===== config.mk =====
export PLATFORM = sky130hd
export DESIGN_NAME = acc_exec_unit
export DESIGN_NICKNAME = d
export VERILOG_FILES = /design/src/rtl/acc_exec_unit.sv
export SDC_FILE = /design/constraint.sdc
export NUM_CORES = 1
export LEC_CHECK = 0
export ABC_AREA = 1
export CORE_ASPECT_RATIO = 1.5
export CORE_MARGIN = 2
export CORE_UTILIZATION = 25
export CTS_CLUSTER_SIZE = 25
export DETAILED_ROUTE_END_ITERATION = 6
export PLACE_DENSITY_LB_ADDON = 0.05
export SLEW_MARGIN = 20
export SYNTH_ARGS = -nofsm -noshare
export SYNTH_HDL_FRONTEND = slang
export SYNTH_SLANG_ARGS = --single-unit

===== constraint.sdc =====
create_clock -name clk -period 2.6 [get_ports clk]
set_input_delay 0.78 -clock clk [delete_from_list [all_inputs] [get_ports clk]]
set_output_delay 0.78 -clock clk [all_outputs]
set_load 0.01 [all_outputs]

===== src/rtl/acc_exec_unit.sv =====
// Execute stage of the 8-bit accumulator CPU: instruction handshake, RF strobes,
// accumulator/flag update and the IDLE/DEC/EXE/HALT control sequence.
module acc_exec_unit #(
    parameter int unsigned REG_ADDR_WIDTH = 2,
    parameter logic [7:0]  ACC_RESET      = 8'h00
) (
    input  logic                      clk,
    input  logic                      rst_n,
    input  logic [7:0]                instr,
    input  logic                      instr_valid,
    output logic                      instr_ready,
    input  logic [7:0]                rf_data,
    output logic [REG_ADDR_WIDTH-1:0] rf_addr,
    output logic                      rf_ld_ce,
    output logic                      rf_st_ce,
    output logic [7:0]                acc,
    output logic                      flag_z,
    output logic                      flag_c,
    output logic                      retire,
    output logic                      illegal,
    output logic                      halted,
    input  logic                      resume
);

    typedef enum logic [1:0] {S_IDLE, S_DEC, S_EXE, S_HALT} state_t;

    localparam logic [3:0] OP_LD   = 4'h1;
    localparam logic [3:0] OP_ST   = 4'h2;
    localparam logic [3:0] OP_ADD  = 4'h3;
    localparam logic [3:0] OP_SUB  = 4'h4;
    localparam logic [3:0] OP_AND  = 4'h5;
    localparam logic [3:0] OP_OR   = 4'h6;
    localparam logic [3:0] OP_XOR  = 4'h7;
    localparam logic [3:0] OP_LDI  = 4'h8;
    localparam logic [3:0] OP_SHL  = 4'h9;
    localparam logic [3:0] OP_SHR  = 4'hA;
    localparam logic [3:0] OP_HALT = 4'hF;

    state_t                    r_state;
    logic [7:0]                r_ir;
    logic [7:0]                r_acc;
    logic                      r_flag_z;
    logic                      r_flag_c;
    logic [REG_ADDR_WIDTH-1:0] r_rf_addr;
    logic                      r_rf_ld_ce;
    logic                      r_rf_st_ce;
    logic                      r_ready;
    logic                      r_retire;
    logic                      r_illegal;
    logic                      r_halted;

    logic [3:0] w_op;
    logic [3:0] w_in_op;
    logic       w_in_needs_rf;
    logic       w_needs_rf;
    logic       w_illegal;
    logic [8:0] w_sum;
    logic [8:0] w_diff;
    logic [7:0] w_acc_nxt;
    logic       w_c_nxt;
    logic       w_z_nxt;
    logic       w_wr;

    assign w_op          = r_ir[7:4];
    assign w_in_op       = instr[7:4];
    assign w_in_needs_rf = (w_in_op == OP_LD) || ((w_in_op >= OP_ADD) && (w_in_op <= OP_XOR));
    assign w_needs_rf    = (w_op == OP_LD) || ((w_op >= OP_ADD) && (w_op <= OP_XOR));
    assign w_illegal     = (w_op >= 4'hB) && (w_op <= 4'hE);
    assign w_sum         = {1'b0, r_acc} + {1'b0, rf_data};
    // Bit 8 of the 9-bit difference is the borrow, i.e. acc < rf_data.
    assign w_diff        = {1'b0, r_acc} - {1'b0, rf_data};

    // Next accumulator/flag values for the opcode held in ir.
    always_comb begin
        w_acc_nxt = r_acc;
        w_c_nxt   = r_flag_c;
        w_wr      = 1'b0;
        case (w_op)
            OP_LD:  begin w_acc_nxt = rf_data;                      w_wr = 1'b1; end
            OP_ADD: begin {w_c_nxt, w_acc_nxt} = w_sum;             w_wr = 1'b1; end
            OP_SUB: begin {w_c_nxt, w_acc_nxt} = w_diff;            w_wr = 1'b1; end
            OP_AND: begin w_acc_nxt = r_acc & rf_data; w_c_nxt = 1'b0; w_wr = 1'b1; end
            OP_OR:  begin w_acc_nxt = r_acc | rf_data; w_c_nxt = 1'b0; w_wr = 1'b1; end
            OP_XOR: begin w_acc_nxt = r_acc ^ rf_data; w_c_nxt = 1'b0; w_wr = 1'b1; end
            OP_LDI: begin w_acc_nxt = {4'h0, r_ir[3:0]};            w_wr = 1'b1; end
            OP_SHL: begin w_acc_nxt = {r_acc[6:0], 1'b0}; w_c_nxt = r_acc[7]; w_wr = 1'b1; end
            OP_SHR: begin w_acc_nxt = {1'b0, r_acc[7:1]}; w_c_nxt = r_acc[0]; w_wr = 1'b1; end
            default: ;
        endcase
        w_z_nxt = (w_acc_nxt == 8'h00);
    end

    // Control FSM; all strobes are set up on the edge entering the state that uses them.
    always_ff @(posedge clk or negedge rst_n) begin
        if (!rst_n) begin
            r_state    <= S_IDLE;
            r_ir       <= 8'h00;
            r_acc      <= ACC_RESET;
            r_flag_z   <= 1'b0;
            r_flag_c   <= 1'b0;
            r_rf_addr  <= '0;
            r_rf_ld_ce <= 1'b0;
            r_rf_st_ce <= 1'b0;
            r_ready    <= 1'b1;
            r_retire   <= 1'b0;
            r_illegal  <= 1'b0;
            r_halted   <= 1'b0;
        end else begin
            r_retire  <= 1'b0;
            r_illegal <= 1'b0;
            case (r_state)
                S_IDLE: begin
                    if (instr_valid) begin
                        r_ir       <= instr;
                        r_rf_addr  <= instr[REG_ADDR_WIDTH-1:0];
                        r_rf_ld_ce <= w_in_needs_rf;
                        r_rf_st_ce <= (w_in_op == OP_ST);
                        r_ready    <= 1'b0;
                        r_state    <= S_DEC;
                    end
                end
                S_DEC: begin
                    r_rf_st_ce <= 1'b0;
                    if (w_needs_rf) begin
                        r_state <= S_EXE;
                    end else begin
                        r_retire  <= 1'b1;
                        r_illegal <= w_illegal;
                        if (w_wr) begin
                            r_acc    <= w_acc_nxt;
                            r_flag_c <= w_c_nxt;
                            r_flag_z <= w_z_nxt;
                        end
                        if (w_op == OP_HALT) begin
                            r_halted <= 1'b1;
                            r_state  <= S_HALT;
                        end else begin
                            r_ready <= 1'b1;
                            r_state <= S_IDLE;
                        end
                    end
                end
                S_EXE: begin
                    r_rf_ld_ce <= 1'b0;
                    r_acc      <= w_acc_nxt;
                    r_flag_c   <= w_c_nxt;
                    r_flag_z   <= w_z_nxt;
                    r_retire   <= 1'b1;
                    r_ready    <= 1'b1;
                    r_state    <= S_IDLE;
                end
                S_HALT: begin
                    if (resume) begin
                        r_halted <= 1'b0;
                        r_ready  <= 1'b1;
                        r_state  <= S_IDLE;
                    end
                end
                default: r_state <= S_IDLE;
            endcase
        end
    end

    assign instr_ready = r_ready;
    assign rf_addr     = r_rf_addr;
    assign rf_ld_ce    = r_rf_ld_ce;
    assign rf_st_ce    = r_rf_st_ce;
    assign acc         = r_acc;
    assign flag_z      = r_flag_z;
    assign flag_c      = r_flag_c;
    assign retire      = r_retire;
    assign illegal     = r_illegal;
    assign halted      = r_halted;

endmodule

Word-level counts from Yosys, hierarchy flattened
Cells that the tools add are included.
{"block": "totals", "inputBits": 20, "reg_bits": 28, "wordCells": 98}
{"block": "classes", "reduce_logical": 20, "add_sub_neg": 2, "n_lt_le_gt_ge": 6, "bitwise": 3, "n_mux": 34, "n_eq_ne": 21}
{"operator": "8-bit case mux with 9 select lines", "count": 1}
{"operator": "1-bit two-way mux", "count": 17}
{"operator": "4-bit by 3-bit == test with 1-bit output, second input constant", "count": 4}
{"operator": "4-bit == test, second input constant", "count": 4}
{"operator": "8-bit two-way mux", "count": 2}
{"operator": "8-bit case mux with 2 select lines", "count": 1}
{"operator": "2-bit != test, second input constant", "count": 6}
{"operator": "1-bit case mux with 2 select lines", "count": 6}
{"operator": "8-bit by 8-bit adder with 9-bit output", "count": 1}
{"operator": "9-bit OR reduction", "count": 1}
{"operator": "8-bit by 8-bit subtractor with 9-bit output", "count": 1}
{"operator": "8-bit bitwise AND", "count": 1}
{"operator": "4-bit by 1-bit == test with 1-bit output, second input constant", "count": 2}
{"operator": "4-bit by 2-bit == test with 1-bit output, second input constant", "count": 2}
{"operator": "4-bit by 2-bit greater-or-equal comparator with 1-bit output, second input constant", "count": 2}
{"operator": "4-bit by 3-bit less-or-equal comparator with 1-bit output, second input constant", "count": 2}
{"operator": "8-bit logical NOT", "count": 1}
{"operator": "2-bit two-way mux", "count": 4}
{"operator": "8-bit bitwise OR", "count": 1}
{"operator": "2-bit case mux with 4 select lines", "count": 1}
{"operator": "2-bit AND reduction", "count": 4}
{"operator": "4-bit AND reduction", "count": 2}
{"operator": "2-bit nonzero test", "count": 4}
{"operator": "8-bit bitwise XOR", "count": 1}
{"operator": "other kinds (11)", "count": 15}

Depth between registers and ports, before layout
Gate-level depths: netlist of the first run.
{"block": "logic_depth", "word_depth": 6, "ltp_mapped": 15, "mapped_depth_nobuf": 15}

Worst setup path before layout of the first run
OpenSTA, ideal clock, no wires.
{"block": "synth_path", "path_kind": "input -> register", "startpoint": "input port rf_data[0]", "endpoint": "register r_flag_z, in the netlist flag_z", "n_path_buf": 0, "setup_slack_ns": 0.365, "required_time_ns": 2.535, "t_arrival_ns": 2.170, "stages": 14, "path_cell_list": "ha_1 inv_1 fa_1 inv_1 nand2_1 nand2_1 nand3_1 nand2_1 nand2_1 nand3_1 nand4_1 nor2_1 nand3_1 nand2_1"}
{"block": "synth_via", "elab_chain_cells": 6, "elab_cells_between_ends": 10, "classes_between": "add/sub: 2; mux: 4; bitwise: 3; reduce/logical: 1"}
{"item": "start, declared", "line_no": "12", "rtl": "input logic [7:0] rf_data,"}
{"item": "8-bit by 8-bit subtractor with 9-bit output (tied with other cells)", "line_no": "71", "rtl": "assign w_diff = {1'b0, r_acc} - {1'b0, rf_data};"}
{"item": "8-bit case mux with 9 select lines (*)", "line_no": "78", "rtl": "case (w_op)"}
{"item": "8-bit logical NOT (*)", "line_no": "90", "rtl": "w_z_nxt = (w_acc_nxt == 8'h00);"}
{"item": "1-bit two-way mux", "line_no": "129", "rtl": "if (w_wr) begin"}
{"item": "1-bit two-way mux", "line_no": "124", "rtl": "if (w_needs_rf) begin"}
{"item": "1-bit case mux with 2 select lines (*)", "line_no": "111", "rtl": "case (r_state)"}
{"item": "end signal, assigned", "line_no": "132", "rtl": "r_flag_z <= w_z_nxt;"}
{"item": "end signal, assigned", "line_no": "147", "rtl": "r_flag_z <= w_z_nxt;"}
{"item": "end, declared", "line_no": "42", "rtl": "logic r_flag_z;"}
Every way passes the cells marked *; elsewhere a longest branch is shown, timed or not. The select of a mux whose other input is x is not followed.
A chain may end at the register's enable or synchronous reset.

Worst setup path in the final report of the first run
{"block": "layout_path", "startpoint": "input port rf_data[2]", "endpoint": "register r_flag_z, in the netlist flag_z"}
Same word-level chain as after synthesis.

==> tab_implementation.tex, run 1 <==
\begin{tabular}{lr}
\hline
Metric & Value \\
\hline
\multicolumn{2}{l}{\textbf{Flow run}} \\
Reported max-cap violation count & 0 \\
\multicolumn{2}{l}{\textbf{Route}} \\
Starting DRT DRC Count & $\sim$180 \\
Routed Wire Length & 9750 µm \\
Initial DRT Pass Iterations & 4 \\
\# DRC & 0 \\
Via count & between 2000 and 3000 \\
Per-cell via count in the routed design & 4.52 \\
Number of routed nets with antenna violations & 0 \\
Average routed wire per standard cell & 14.8 µm \\
\multicolumn{2}{l}{\textbf{Floorplan}} \\
Full die area & roughly 0.012 mm² \\
DIE WIDTH & 88.5 µm \\
Vertical die dimension & 131 µm \\
Number of standard-cell rows in the floorplan & 46 \\
Starting density of the core & 0.254 \\
Boundary pin count & 38 \\
Floorplan core area & 0.0105 mm² \\
\multicolumn{2}{l}{\textbf{Worst setup path}} \\
Dominant delay contributor by cell family on the critical path & simple AND/OR/NAND/NOR gates \\
Critical Path Slowest Stage Cell & sky130\_fd\_sc\_hd\_\_clkdlybuf4s50\_1 \\
Worst EP required & between 2000 and 3000 ps \\
Path depth of the worst reg2reg path & 14 \\
Critical path endpoint category & register \\
Arrival @ worst endpoint & 2670 ps \\
Worst Path Max Fanout & 7 \\
Capture point of the worst path & flag\_z\$\_DFFE\_PN0P\_ \\
Sum of buffers and inverters on the critical path & 4 \\
Most numerous cell on the critical path & sky130\_fd\_sc\_hd\_\_nand2\_1 \\
Critical path type & primary input to register \\
Reg-to-reg startpoint & acc[0]\$\_DFFE\_PN0P\_ \\
Slack of the worst reg-to-reg path & 540 ps \\
Number of logic stages on the critical path including buffering & 15 \\
CP max stage delay & approximately 470 ps \\
First element of the critical path & rf\_data[2] \\
Worst-path cell chain & clkdlybuf4s50\_1, inv\_1, ha\_4, inv\_1, buf\_4, nand3\_2, nand2\_1, nand2\_2, nand2\_1, nand2\_1, nand3\_1, nand4\_1, nor2\_1, nand3\_1, nand2\_1 \\
Worst Setup Start Kind & primary input \\
Worst flop-to-flop path endpoint & flag\_z\$\_DFFE\_PN0P\_ \\
\multicolumn{2}{l}{\textbf{STA}} \\
Top achievable clock speed & 406 MHz \\
Final Critical Period & approximately 2500 ps \\
Share of the cycle needed by the critical path after routing & 0.947 \\
Slew of the pin with the lowest slew margin & roughly 640 ps \\
Worst slew slack as a fraction of its limit & 0.571 \\
Count of endpoints failing setup in the final report & 0 \\
Clock Skews & between 1.5 and 2 ps \\
Max Slew Vio Count & 0 \\
Number of failing hold endpoints at the final stage & 0 \\
\multicolumn{2}{l}{\textbf{Logic synthesis}} \\
Dominant combinational cell family by area after synthesis & simple AND/OR/NAND/NOR gates \\
Cell types with the largest area share after synthesis & sky130\_fd\_sc\_hd\_\_dfrtp\_1 23\%, sky130\_fd\_sc\_hd\_\_nand2\_1 21\%, sky130\_fd\_sc\_hd\_\_ha\_1 14\% \\
Fraction of synthesized area in multiplexers & 0 \\
Fraction of post-synthesis cell area in the top cell type by area & 0.234 \\
Share of synthesized cell area in and, or, nand and nor gates & 0.396 \\
Biggest area consumer among synthesized cells & sky130\_fd\_sc\_hd\_\_dfrtp\_1 \\
Commonest register cell after synthesis & sky130\_fd\_sc\_hd\_\_dfrtp\_1 \\
Mapped Avg Cell Area & 6.17 µm² \\
Yosys cell types & 29 \\
Most instantiated cells after synthesis & 150 x sky130\_fd\_sc\_hd\_\_nand2\_1, 58 x sky130\_fd\_sc\_hd\_\_inv\_1, 44 x sky130\_fd\_sc\_hd\_\_nand3\_1 \\
XOR/XNOR share of the synthesized area & 0.00327 \\
Warning count from the yosys run & 0 \\
Post-synth net total & 486 \\
Netlist Area Pre-Place & 0.00268 mm² \\
Complex-gate fraction of the synthesized area & 0.101 \\
Number of standard cells after synthesis & 434 \\
Register bit count reported by yosys & 26 \\
Library cell with the highest instance count after synthesis & sky130\_fd\_sc\_hd\_\_nand2\_1 \\
Post-synth ARST share & 1.00 \\
Post-synth EDFFs & 0 \\
Adder-cell share of the synthesized area & 0.155 \\
Seq/Total Area, Yosys & 0.243 \\
\multicolumn{2}{l}{\textbf{Layout}} \\
Net count of the finished layout & 566 \\
Final design utilization & 0.356 \\
Combined area of the multi-input logic cells & between 0.0015 and 0.002 mm² \\
Area grow syn2layout & 40.0\% \\
Fraction of final layout cells with drive strength greater than 1 & 0.164 \\
\# fillers & 1177 \\
Antenna diodes & 0 \\
FF+latch area & 652 µm² \\
\multicolumn{2}{l}{\textbf{Global routing}} \\
Total global-route track usage & 0.177 \\
Antenna violations before repair & 0 \\
Via count of the first global-routing pass & 3074 \\
Wire length of the first global-routing pass & between 15000 and 20000 µm \\
Maximum number of pins on one net before global-route repair & 27 \\
Total gr overflow & 0 \\
\multicolumn{2}{l}{\textbf{Power and ir drop}} \\
Switching component of the power & 2.23 mW \\
Clock network fraction of total power & 0.089 \\
Worst ir drop on vdd & 498 µV \\
Portion of total power attributed to combinational logic & 0.736 \\
Cell Int Power & 2.12 mW \\
Switching share of total power & 0.512 \\
Part of the power in registers & 0.175 \\
Power Total & 4.35 mW \\
Leakage power figure & 1.88 nW \\
Power per Cell Area & 1160 mW/mm² \\
\multicolumn{2}{l}{\textbf{Clocking}} \\
Number of clock sinks & 26 \\
H-tree Lvls & 1 \\
Inserted Clock Buffers & 3 \\
Largest buffer count on any clock path & 2 \\
CTS tree & yes \\
CTS root buf & sky130\_fd\_sc\_hd\_\_clkbuf\_16 \\
Clock insertion delay at the later pin of the skew report & 260 ps \\
Clock-pin slew on the worst setup and hold paths & 70 ps \\
\multicolumn{2}{l}{\textbf{Min path}} \\
Hold Path Class & register to register \\
Worst Hold Path Cells & 2 \\
\multicolumn{2}{l}{\textbf{Place}} \\
Post-detailed-placement half-perimeter wirelength & 8010 µm \\
Total of buffers placed on input and output ports & 37 \\
Routability cong. & between 0.9 and 1 \\
\multicolumn{2}{l}{\textbf{Run status}} \\
Status & finished, final reports clean \\
\hline
\end{tabular}
==> logic make-up (layout without fill, tap and decap cells) <==
family                     after synthesis  after routing
and+or+nand+nor                        256            256
DFF                                     26             26
buffers and inverters                   69            148
adders and majority gates               32             32
xor gates and xnor gates                 1              1
AOI/OAI and AO/OA                       50             50
==> how the worst min path moves through the flow <==
stage / start / endpoint / slack [ps]
after global placement: r_ir[2]$_DFFE_PN0P_ / r_ir[2]$_DFFE_PN0P_ / 470
after global routing: r_ir[3]$_DFFE_PN0P_ / r_ir[3]$_DFFE_PN0P_ / 530
after detailed placement: r_ir[2]$_DFFE_PN0P_ / r_ir[2]$_DFFE_PN0P_ / 470
final: r_ir[2]$_DFFE_PN0P_ / r_ir[2]$_DFFE_PN0P_ / 480
after CTS: instr_ready$_DFFE_PN1P_ / instr_ready$_DFFE_PN1P_ / 490
after floorplan: r_ir[2]$_DFFE_PN0P_ / r_ir[2]$_DFFE_PN0P_ / 450
==> timing repair <==
action                                  4_1_cts  5_1_grt
hold endpoints to repair                      0        0
pin swaps                                     1        4
resized for setup                            13       17
buffers inserted                              0        0
hold buffers                                  0        0
endpoints found under the setup margin        3        4
==> sequential cells by signal, summed over array words and instances (netlist names) <==
| signal | flops |
|---|---|
| r_state | 2 |
| halted | 1 |
| retire | 1 |
| flag_z | 1 |
| illegal | 1 |
| flag_c | 1 |
| acc | 8 |
| instr_ready | 1 |
| rf_ld_ce | 1 |
| rf_st_ce | 1 |
| r_ir | 8 |
==> cell type report <==
type                    instances  share of cell area
multi-input cells             339               0.500
repair buffers                 84               0.193
flip-flops and latches         26               0.174
inverters                      60              0.0608
well taps                     144              0.0481
clock buffers                   4              0.0237
==> placed cells by master (no fill, tap or decap), types with 2 or more instances in the layout <==
| master | n |
|---|---|
| sky130_fd_sc_hd__a21oi_2 | 4 |
| sky130_fd_sc_hd__nand2_1 | 146 |
| sky130_fd_sc_hd__nor3_1 | 7 |
| sky130_fd_sc_hd__o21ai_0 | 23 |
| sky130_fd_sc_hd__ha_1 | 25 |
| sky130_fd_sc_hd__o22ai_1 | 3 |
| sky130_fd_sc_hd__clkdlybuf4s50_1 | 35 |
| sky130_fd_sc_hd__nand2_2 | 6 |
| sky130_fd_sc_hd__buf_4 | 47 |
| sky130_fd_sc_hd__fa_2 | 2 |
| sky130_fd_sc_hd__o21ai_1 | 2 |
| sky130_fd_sc_hd__a21oi_1 | 12 |
| sky130_fd_sc_hd__dfrtp_1 | 25 |
| sky130_fd_sc_hd__inv_2 | 4 |
| sky130_fd_sc_hd__nand3_2 | 3 |
| sky130_fd_sc_hd__nand4_1 | 6 |
| sky130_fd_sc_hd__ha_4 | 5 |
| sky130_fd_sc_hd__nand3_1 | 41 |
| sky130_fd_sc_hd__nor2_1 | 40 |
| sky130_fd_sc_hd__o2111ai_1 | 2 |
| sky130_fd_sc_hd__clkbuf_16 | 3 |
| sky130_fd_sc_hd__or2_2 | 2 |
| sky130_fd_sc_hd__o211ai_1 | 2 |
| sky130_fd_sc_hd__nor2_2 | 3 |
| sky130_fd_sc_hd__inv_1 | 54 |
==> through the flow <==
stage	hold WS (ps)	cell area [µm²]	TNS (ps)	std cells	worst slack, ps
6_report	485	3750	0	657	137
5_1_grt	526	3750	-2.16	657	-2.16
4_1_cts	492	3680	0	657	18.6
3_5_place_dp	474	3540	-2090	653	-420
2_1_floorplan	449	2680	0	434	365
3_3_place_gp	472	3540	-2080	653	-399
==> tightest hold or removal path, stage by stage, from the launching register on <==
cell and delay [ps]:
sky130_fd_sc_hd__dfrtp_1 350, sky130_fd_sc_hd__nand2_1 50, sky130_fd_sc_hd__nand2_1 50
==> layer usage <==
metal / part of all wire / vias up / GRT usage
li1: - / 1548 / -
met1: 0.42 / 1346 / 0.208
met2: 0.52 / 53 / 0.327
met3: 0.018 / 25 / 0.0101
met4: 0.034 / 0 / 0.0793
met5: 0 / - / 0
==> power by group through the flow <==
stage          Combinational (mW)  Sequential, mW  Clock (mW)
3_5_place_dp                 3.07           0.772           0
2_1_floorplan                1.74           0.815           0
5_1_grt                      3.59           0.803       0.413
3_3_place_gp                 3.09           0.771           0
4_1_cts                      3.15           0.765       0.408
6_report                     3.20           0.762       0.385
(Power assumes the default switching activity.)
==> run 2: changes to the inputs <==
--- a/config.mk
+++ b/config.mk
@@ -8,7 +8,7 @@
 export ABC_AREA = 1
 export CORE_ASPECT_RATIO = 1.5
 export CORE_MARGIN = 2
-export CORE_UTILIZATION = 25
+export CORE_UTILIZATION = 56
 export CTS_CLUSTER_SIZE = 25
 export DETAILED_ROUTE_END_ITERATION = 6
 export PLACE_DENSITY_LB_ADDON = 0.05
==> tab_implementation.tex, run 2 (synthesized netlist as in run 1, its figures left out) <==
\begin{tabular}{lr}
\hline
Metric & Value \\
\hline
\multicolumn{2}{l}{\textbf{Power and ir drop}} \\
Part of the power in registers & 0.201 \\
Portion of total power attributed to combinational logic & 0.714 \\
Cell Int Power & 1.97 mW \\
Clock network fraction of total power & 0.084 \\
Worst ir drop on vdd & 768 µV \\
Power per Cell Area & 1170 mW/mm² \\
Power Total & 4.05 mW \\
Switching share of total power & 0.515 \\
Leakage power figure & roughly 1.8 nW \\
Switching component of the power & 2.09 mW \\
\multicolumn{2}{l}{\textbf{Layout}} \\
Fraction of final layout cells with drive strength greater than 1 & 0.112 \\
Final design utilization & 0.757 \\
Net count of the finished layout & about 550 \\
Commonest non-fill, non-tap cells in the layout & 149 x sky130\_fd\_sc\_hd\_\_nand2\_1, 55 x sky130\_fd\_sc\_hd\_\_inv\_1, 43 x sky130\_fd\_sc\_hd\_\_nand3\_1, 42 x sky130\_fd\_sc\_hd\_\_nor2\_1, 35 x sky130\_fd\_sc\_hd\_\_clkdlybuf4s50\_1 \\
\# fillers & 399 \\
Antenna diodes & 0 \\
Area grow syn2layout & 29.5\% \\
Most common cell after layout, fill and taps aside & sky130\_fd\_sc\_hd\_\_nand2\_1 \\
\multicolumn{2}{l}{\textbf{Floorplan}} \\
Number of standard-cell rows in the floorplan & 30 \\
Full die area & 0.00536 mm² \\
Floorplan core area & about 0.0046 mm² \\
Starting density of the core & 0.585 \\
DIE WIDTH & 60.5 µm \\
Boundary pin count & 38 \\
Vertical die dimension & 88.7 µm \\
\multicolumn{2}{l}{\textbf{Worst setup path}} \\
Worst Setup Start Kind & primary input \\
Worst Path Max Fanout & 4 \\
Critical path endpoint category & register \\
Slack of the worst reg-to-reg path & $\sim$380 ps \\
Critical Path Slowest Stage Cell & sky130\_fd\_sc\_hd\_\_clkdlybuf4s50\_1 \\
Arrival @ worst endpoint & approximately 2700 ps \\
Path depth of the worst reg2reg path & 14 \\
Worst EP required & 2820 ps \\
Worst flop-to-flop path endpoint & flag\_z\$\_DFFE\_PN0P\_ \\
Critical path type & primary input to register \\
Sum of buffers and inverters on the critical path & 2 \\
Reg-to-reg startpoint & acc[0]\$\_DFFE\_PN0P\_ \\
Dominant delay contributor by cell family on the critical path & simple AND/OR/NAND/NOR gates \\
Most numerous cell on the critical path & sky130\_fd\_sc\_hd\_\_nand2\_1 \\
Worst-path cell chain & clkdlybuf4s50\_1, buf\_4, ha\_1, or2\_2, nand2\_1, nand2\_1, nand3\_1, nand4\_1, nand2\_1, nand2\_1, nor2\_1, nand3\_1, nand2\_1 \\
CP max stage delay & 460 ps \\
\multicolumn{2}{l}{\textbf{Clocking}} \\
Clock insertion delay at the later pin of the skew report & 280 ps \\
Count of hold-fix buffers inserted at cts & 0 \\
CTS tree & yes \\
Clock-pin slew on the worst setup and hold paths & 90 ps \\
Largest buffer count on any clock path & 2 \\
Number of clock sinks & 26 \\
H-tree Lvls & 1 \\
Number of setup buffers added after CTS & 0 \\
Inserted Clock Buffers & 3 \\
CTS root buf & sky130\_fd\_sc\_hd\_\_clkbuf\_8 \\
\multicolumn{2}{l}{\textbf{STA}} \\
Top achievable clock speed & 402 MHz \\
Slew of the pin with the lowest slew margin & 679 ps \\
Share of the cycle needed by the critical path after routing & 0.958 \\
Final Critical Period & 2490 ps \\
Count of endpoints failing setup in the final report & 0 \\
Setup TNS & 0 ps \\
Number of failing hold endpoints at the final stage & 0 \\
Max Slew Vio Count & 0 \\
Clock Skews & 3.24 ps \\
Worst slew slack as a fraction of its limit & 0.546 \\
Worst hold-check slack & 491 ps \\
\multicolumn{2}{l}{\textbf{Global routing}} \\
Met2 routing resource usage after global routing & 0.554 \\
Layer with the highest usage & met2 \\
Total global-route track usage & 0.318 \\
Wire length of the first global-routing pass & 12900 µm \\
Maximum number of pins on one net before global-route repair & 27 \\
Met3 Usage GRT & 0.0307 \\
Antenna violations before repair & 0 \\
Total gr overflow & 0 \\
Via count of the first global-routing pass & 2815 \\
Routing usage on met1 & 0.382 \\
\multicolumn{2}{l}{\textbf{Run status}} \\
Status & finished, final reports clean \\
\multicolumn{2}{l}{\textbf{Route}} \\
Routed Wire Length & between 8000 and 9000 µm \\
Initial DRT Pass Iterations & 6 \\
Starting DRT DRC Count & 241 \\
Average routed wire per standard cell & 14.2 µm \\
Via count & 3041 \\
Per-cell via count in the routed design & 5.40 \\
Number of routed nets with antenna violations & 0 \\
\# DRC & 0 \\
\multicolumn{2}{l}{\textbf{Min path}} \\
Hold endpoint & instr\_ready\$\_DFFE\_PN1P\_ \\
Worst Hold Path Cells & 2 \\
Startpoint of the worst hold path & instr\_ready\$\_DFFE\_PN1P\_ \\
Hold Path Class & register to register \\
\multicolumn{2}{l}{\textbf{Place}} \\
Post-detailed-placement half-perimeter wirelength & approximately 6400 µm \\
Routability cong. & 0.978 \\
Total of buffers placed on input and output ports & 37 \\
\multicolumn{2}{l}{\textbf{Flow run}} \\
Reported max-cap violation count & 0 \\
\hline
\end{tabular}
-- run 2: cell count changes in the layout (fill, tap and decap cells not counted), sizes merged --
cell	delta
buf	-14
clkbuf	-1
bufinv	+1
-- run 2: final cells by class --
| type | instances | area [µm²] | share of cell area |
|---|---|---|---|
| multi-input cells | 339 | 1820 | 0.525 |
| flip-flops and latches | 26 | 652 | 0.188 |
| repair buffers | 70 | 619 | 0.179 |
| inverters | 60 | 225 | 0.0649 |
| well taps | 64 | 80.1 | 0.0231 |
| clock buffers | 3 | 41.3 | 0.0119 |
| clock inverters | 1 | 30.0 | 0.00866 |
-- run 2: worst max path at each step --
stage	startpoint	endpoint	slack [ps]	depth (start not counted)
after detailed placement	rf_data[0]	flag_z$_DFFE_PN0P_	-340	15
after global placement	rf_data[0]	flag_z$_DFFE_PN0P_	-250	15
after global routing	rf_data[3]	flag_c$_DFFE_PN0P_	-7	12
after CTS	rf_data[2]	flag_z$_DFFE_PN0P_	20	13
after floorplan	rf_data[0]	flag_z$_DFFE_PN0P_	360	14
final	rf_data[3]	flag_z$_DFFE_PN0P_	110	13
-- run 2: routing by layer --
layer | up-vias | part of all wire
met5 | - | 0
met4 | 0 | 0.036
met1 | 1382 | 0.39
met3 | 29 | 0.060
met2 | 119 | 0.51
li1 | 1511 | -
-- run 2: timing repair --
action,CTS,global route
setup endpoints to repair,3,6
pin swaps,0,2
cloned,0,0
resized for setup,2,12
-- run 2: stage by stage --
step	cell area [µm²]	std cells	setup slack (ps)
floorplan	2680	434	365
global placement	3330	559	-255
global route	3470	563	-6.94
detailed placement	3330	559	-345
finish	3470	563	109
CTS	3400	563	18.2
-- run 2: worst min-delay path, cell delays in order (launching register included) --
cell and delay, ps:
sky130_fd_sc_hd__dfstp_2 380, sky130_fd_sc_hd__nand2_1 50, sky130_fd_sc_hd__o21ai_0 70
-- run 2: power groups by stage --
stage,combinational [mW],sequential (mW),clock (mW)
after floorplan,1.74,0.815,0
after global routing,3.22,0.838,0.363
after detailed placement,2.77,0.817,0
after CTS,2.79,0.811,0.345
after global placement,2.72,0.812,0
final,2.90,0.816,0.341
==> run 3: changes to the inputs <==
--- a/config.mk
+++ b/config.mk
@@ -12,7 +12,7 @@
 export CTS_CLUSTER_SIZE = 25
 export DETAILED_ROUTE_END_ITERATION = 6
 export PLACE_DENSITY_LB_ADDON = 0.05
-export SLEW_MARGIN = 20
+export RECOVER_POWER = 100
 export SYNTH_ARGS = -nofsm -noshare
 export SYNTH_HDL_FRONTEND = slang
 export SYNTH_SLANG_ARGS = --single-unit
==> tab_implementation.tex, run 3 (synthesized netlist as in run 1, its figures left out) <==
\begin{tabular}{lr}
\hline
Metric & Value \\
\hline
\multicolumn{2}{l}{\textbf{Run status}} \\
Status & finished, final reports clean \\
\multicolumn{2}{l}{\textbf{Route}} \\
Via count & around 3100 \\
Total met3 wirelength after detailed routing & about 490 µm \\
Routed Wire Length & 8030 µm \\
\# DRC & 0 \\
Number of routed nets with antenna violations & 0 \\
Sum of routed wire segments on met1 & 3120 µm \\
Per-cell via count in the routed design & 5.47 \\
Uppermost layer routed & met4 \\
Average routed wire per standard cell & 14.3 µm \\
Routed met2 length & 4100 µm \\
Initial DRT Pass Iterations & 5 \\
Starting DRT DRC Count & 242 \\
\multicolumn{2}{l}{\textbf{Power and ir drop}} \\
Leakage power figure & 1.82 nW \\
Switching share of total power & 0.521 \\
Power per Cell Area & 1150 mW/mm² \\
Worst ir drop on vdd & between 700 and 800 µV \\
Clock network fraction of total power & 0.085 \\
Part of the power in registers & 0.202 \\
Cell Int Power & between 1.5 and 2 mW \\
Portion of total power attributed to combinational logic & 0.713 \\
Switching component of the power & 2.08 mW \\
\multicolumn{2}{l}{\textbf{Floorplan}} \\
DIE WIDTH & approximately 60 µm \\
Floorplan core area & 0.00458 mm² \\
Full die area & 0.00536 mm² \\
Number of standard-cell rows in the floorplan & 30 \\
Vertical die dimension & 88.7 µm \\
Boundary pin count & 38 \\
Starting density of the core & 0.585 \\
\multicolumn{2}{l}{\textbf{Clocking}} \\
Clock insertion delay at the later pin of the skew report & 280 ps \\
CTS tree & yes \\
Count of hold-fix buffers inserted at cts & 0 \\
Largest buffer count on any clock path & 2 \\
Clock-pin slew on the worst setup and hold paths & 90 ps \\
Inserted Clock Buffers & 3 \\
H-tree Lvls & 1 \\
Number of clock sinks & 26 \\
Number of setup buffers added after CTS & 0 \\
CTS root buf & sky130\_fd\_sc\_hd\_\_clkbuf\_8 \\
\multicolumn{2}{l}{\textbf{Layout}} \\
\# fillers & 402 \\
Area grow syn2layout & 29.2\% \\
Commonest non-fill, non-tap cells in the layout & 149 x sky130\_fd\_sc\_hd\_\_nand2\_1, 56 x sky130\_fd\_sc\_hd\_\_inv\_1, 43 x sky130\_fd\_sc\_hd\_\_nand3\_1, 42 x sky130\_fd\_sc\_hd\_\_nor2\_1, 31 x sky130\_fd\_sc\_hd\_\_buf\_4 \\
Antenna diodes & 0 \\
Final design utilization & 0.755 \\
Fraction of final layout cells with drive strength greater than 1 & 0.104 \\
Net count of the finished layout & 552 \\
Most common cell after layout, fill and taps aside & sky130\_fd\_sc\_hd\_\_nand2\_1 \\
\multicolumn{2}{l}{\textbf{Min path}} \\
Startpoint of the worst hold path & instr\_ready\$\_DFFE\_PN1P\_ \\
Hold Path Class & register to register \\
\multicolumn{2}{l}{\textbf{STA}} \\
Max Slew Vio Count & 0 \\
Number of failing hold endpoints at the final stage & 0 \\
Top achievable clock speed & 401 MHz \\
Setup TNS & 0 ps \\
Count of endpoints failing setup in the final report & 0 \\
Clock Skews & 4.78 ps \\
Slew of the pin with the lowest slew margin & approximately 1400 ps \\
Final Critical Period & 2490 ps \\
Worst slew slack as a fraction of its limit & 0.0572 \\
Share of the cycle needed by the critical path after routing & 0.958 \\
\multicolumn{2}{l}{\textbf{Worst setup path}} \\
First element of the critical path & rf\_data[3] \\
CP max stage delay & 460 ps \\
Worst EP required & around 2800 ps \\
Number of logic stages on the critical path including buffering & 13 \\
Worst flop-to-flop path endpoint & flag\_z\$\_DFFE\_PN0P\_ \\
Dominant delay contributor by cell family on the critical path & simple AND/OR/NAND/NOR gates \\
Capture point of the worst path & flag\_z\$\_DFFE\_PN0P\_ \\
Path depth of the worst reg2reg path & 12 \\
Sum of buffers and inverters on the critical path & 2 \\
Reg-to-reg startpoint & r\_ir[7]\$\_DFFE\_PN0P\_ \\
Slack of the worst reg-to-reg path & 280 ps \\
Worst-path cell chain & clkdlybuf4s50\_1, buf\_4, ha\_1, or2\_2, nand2\_1, nand2\_1, nand3\_1, nand4\_1, nand2\_1, nand2\_1, nor2\_1, nand3\_1, nand2\_1 \\
Critical Path Slowest Stage Cell & sky130\_fd\_sc\_hd\_\_clkdlybuf4s50\_1 \\
Most numerous cell on the critical path & sky130\_fd\_sc\_hd\_\_nand2\_1 \\
Critical path endpoint category & register \\
Worst Path Max Fanout & 4 \\
Arrival @ worst endpoint & 2710 ps \\
Worst Setup Start Kind & primary input \\
Critical path type & primary input to register \\
\multicolumn{2}{l}{\textbf{Flow run}} \\
Reported max-cap violation count & 0 \\
\multicolumn{2}{l}{\textbf{Global routing}} \\
Antenna violations before repair & 0 \\
Maximum number of pins on one net before global-route repair & 27 \\
Via count of the first global-routing pass & 2815 \\
Total gr overflow & 0 \\
Wire length of the first global-routing pass & 12900 µm \\
Total global-route track usage & 0.318 \\
\multicolumn{2}{l}{\textbf{Place}} \\
Total of buffers placed on input and output ports & 37 \\
Routability cong. & 0.978 \\
Post-detailed-placement half-perimeter wirelength & 6400 µm \\
\hline
\end{tabular}
-- run 3: per-stage QoR --
stage / cell area (µm²) / worst slack, ps / total power, mW / instances / hold WS (ps)
finish: 3460 / 108 / 3.99 / 563 / 489
global route: 3460 / -6.94 / 4.36 / 563 / 515
CTS: 3400 / 18.2 / 3.95 / 563 / 498
detailed placement: 3330 / -345 / 3.59 / 559 / 474
global placement: 3330 / -255 / 3.54 / 559 / 469
floorplan: 2680 / 365 / 2.55 / 434 / 449
-- run 3: worst register-to-register path: stages, from the launching register on --
cell and delay, ps:
sky130_fd_sc_hd__dfrtp_1 460, sky130_fd_sc_hd__inv_1 220, sky130_fd_sc_hd__nand2_1 180, sky130_fd_sc_hd__nor2_1 580
sky130_fd_sc_hd__nand2_1 160, sky130_fd_sc_hd__nand3_1 130, sky130_fd_sc_hd__nor2_1 50, sky130_fd_sc_hd__nand2_1 60
sky130_fd_sc_hd__nand2_1 60, sky130_fd_sc_hd__nand3_1 120, sky130_fd_sc_hd__nor2_1 80, sky130_fd_sc_hd__nand3_1 60
sky130_fd_sc_hd__nand2_1 50
-- run 3: area by class of cell --
class                   count  area (µm²)  area share
flip-flops and latches     26         652       0.188
clock inverters             1        30.0     0.00868
multi-input cells         339        1820       0.526
well taps                  64        80.1      0.0232
inverters                  60         225      0.0651
repair buffers             70         612       0.177
clock buffers               3        41.3      0.0119
-- run 3: timing repair --
item / CTS / global route
cloned: 0 / 0
gates resized for setup: 2 / 12
endpoints found under the setup margin: 3 / 6
pin swaps: 0 / 2
-- run 3: worst min path at each step --
| stage | to | depth (start not counted) |
|---|---|---|
| global placement | r_ir[2]$_DFFE_PN0P_ | 2 |
| finish | instr_ready$_DFFE_PN1P_ | 2 |
| global route | instr_ready$_DFFE_PN1P_ | 2 |
| CTS | instr_ready$_DFFE_PN1P_ | 2 |
| floorplan | r_ir[2]$_DFFE_PN0P_ | 2 |
| detailed placement | r_ir[2]$_DFFE_PN0P_ | 2 |
-- run 3: routing by layer --
| metal | track usage | vias to the layer above |
|---|---|---|
| li1 | - | 1514 |
| met3 | 0.0307 | 31 |
| met4 | 0.156 | 0 |
| met5 | 0 | - |
| met2 | 0.554 | 123 |
| met1 | 0.382 | 1410 |
-- run 3: power by group through the flow --
stage                     registers (mW)  logic, mW  clock network (mW)
after floorplan                    0.815       1.74                   0
after global placement             0.812       2.72                   0
after detailed placement           0.817       2.77                   0
after CTS                          0.811       2.79               0.345
after global routing               0.833       3.17               0.363
final                              0.808       2.85               0.340
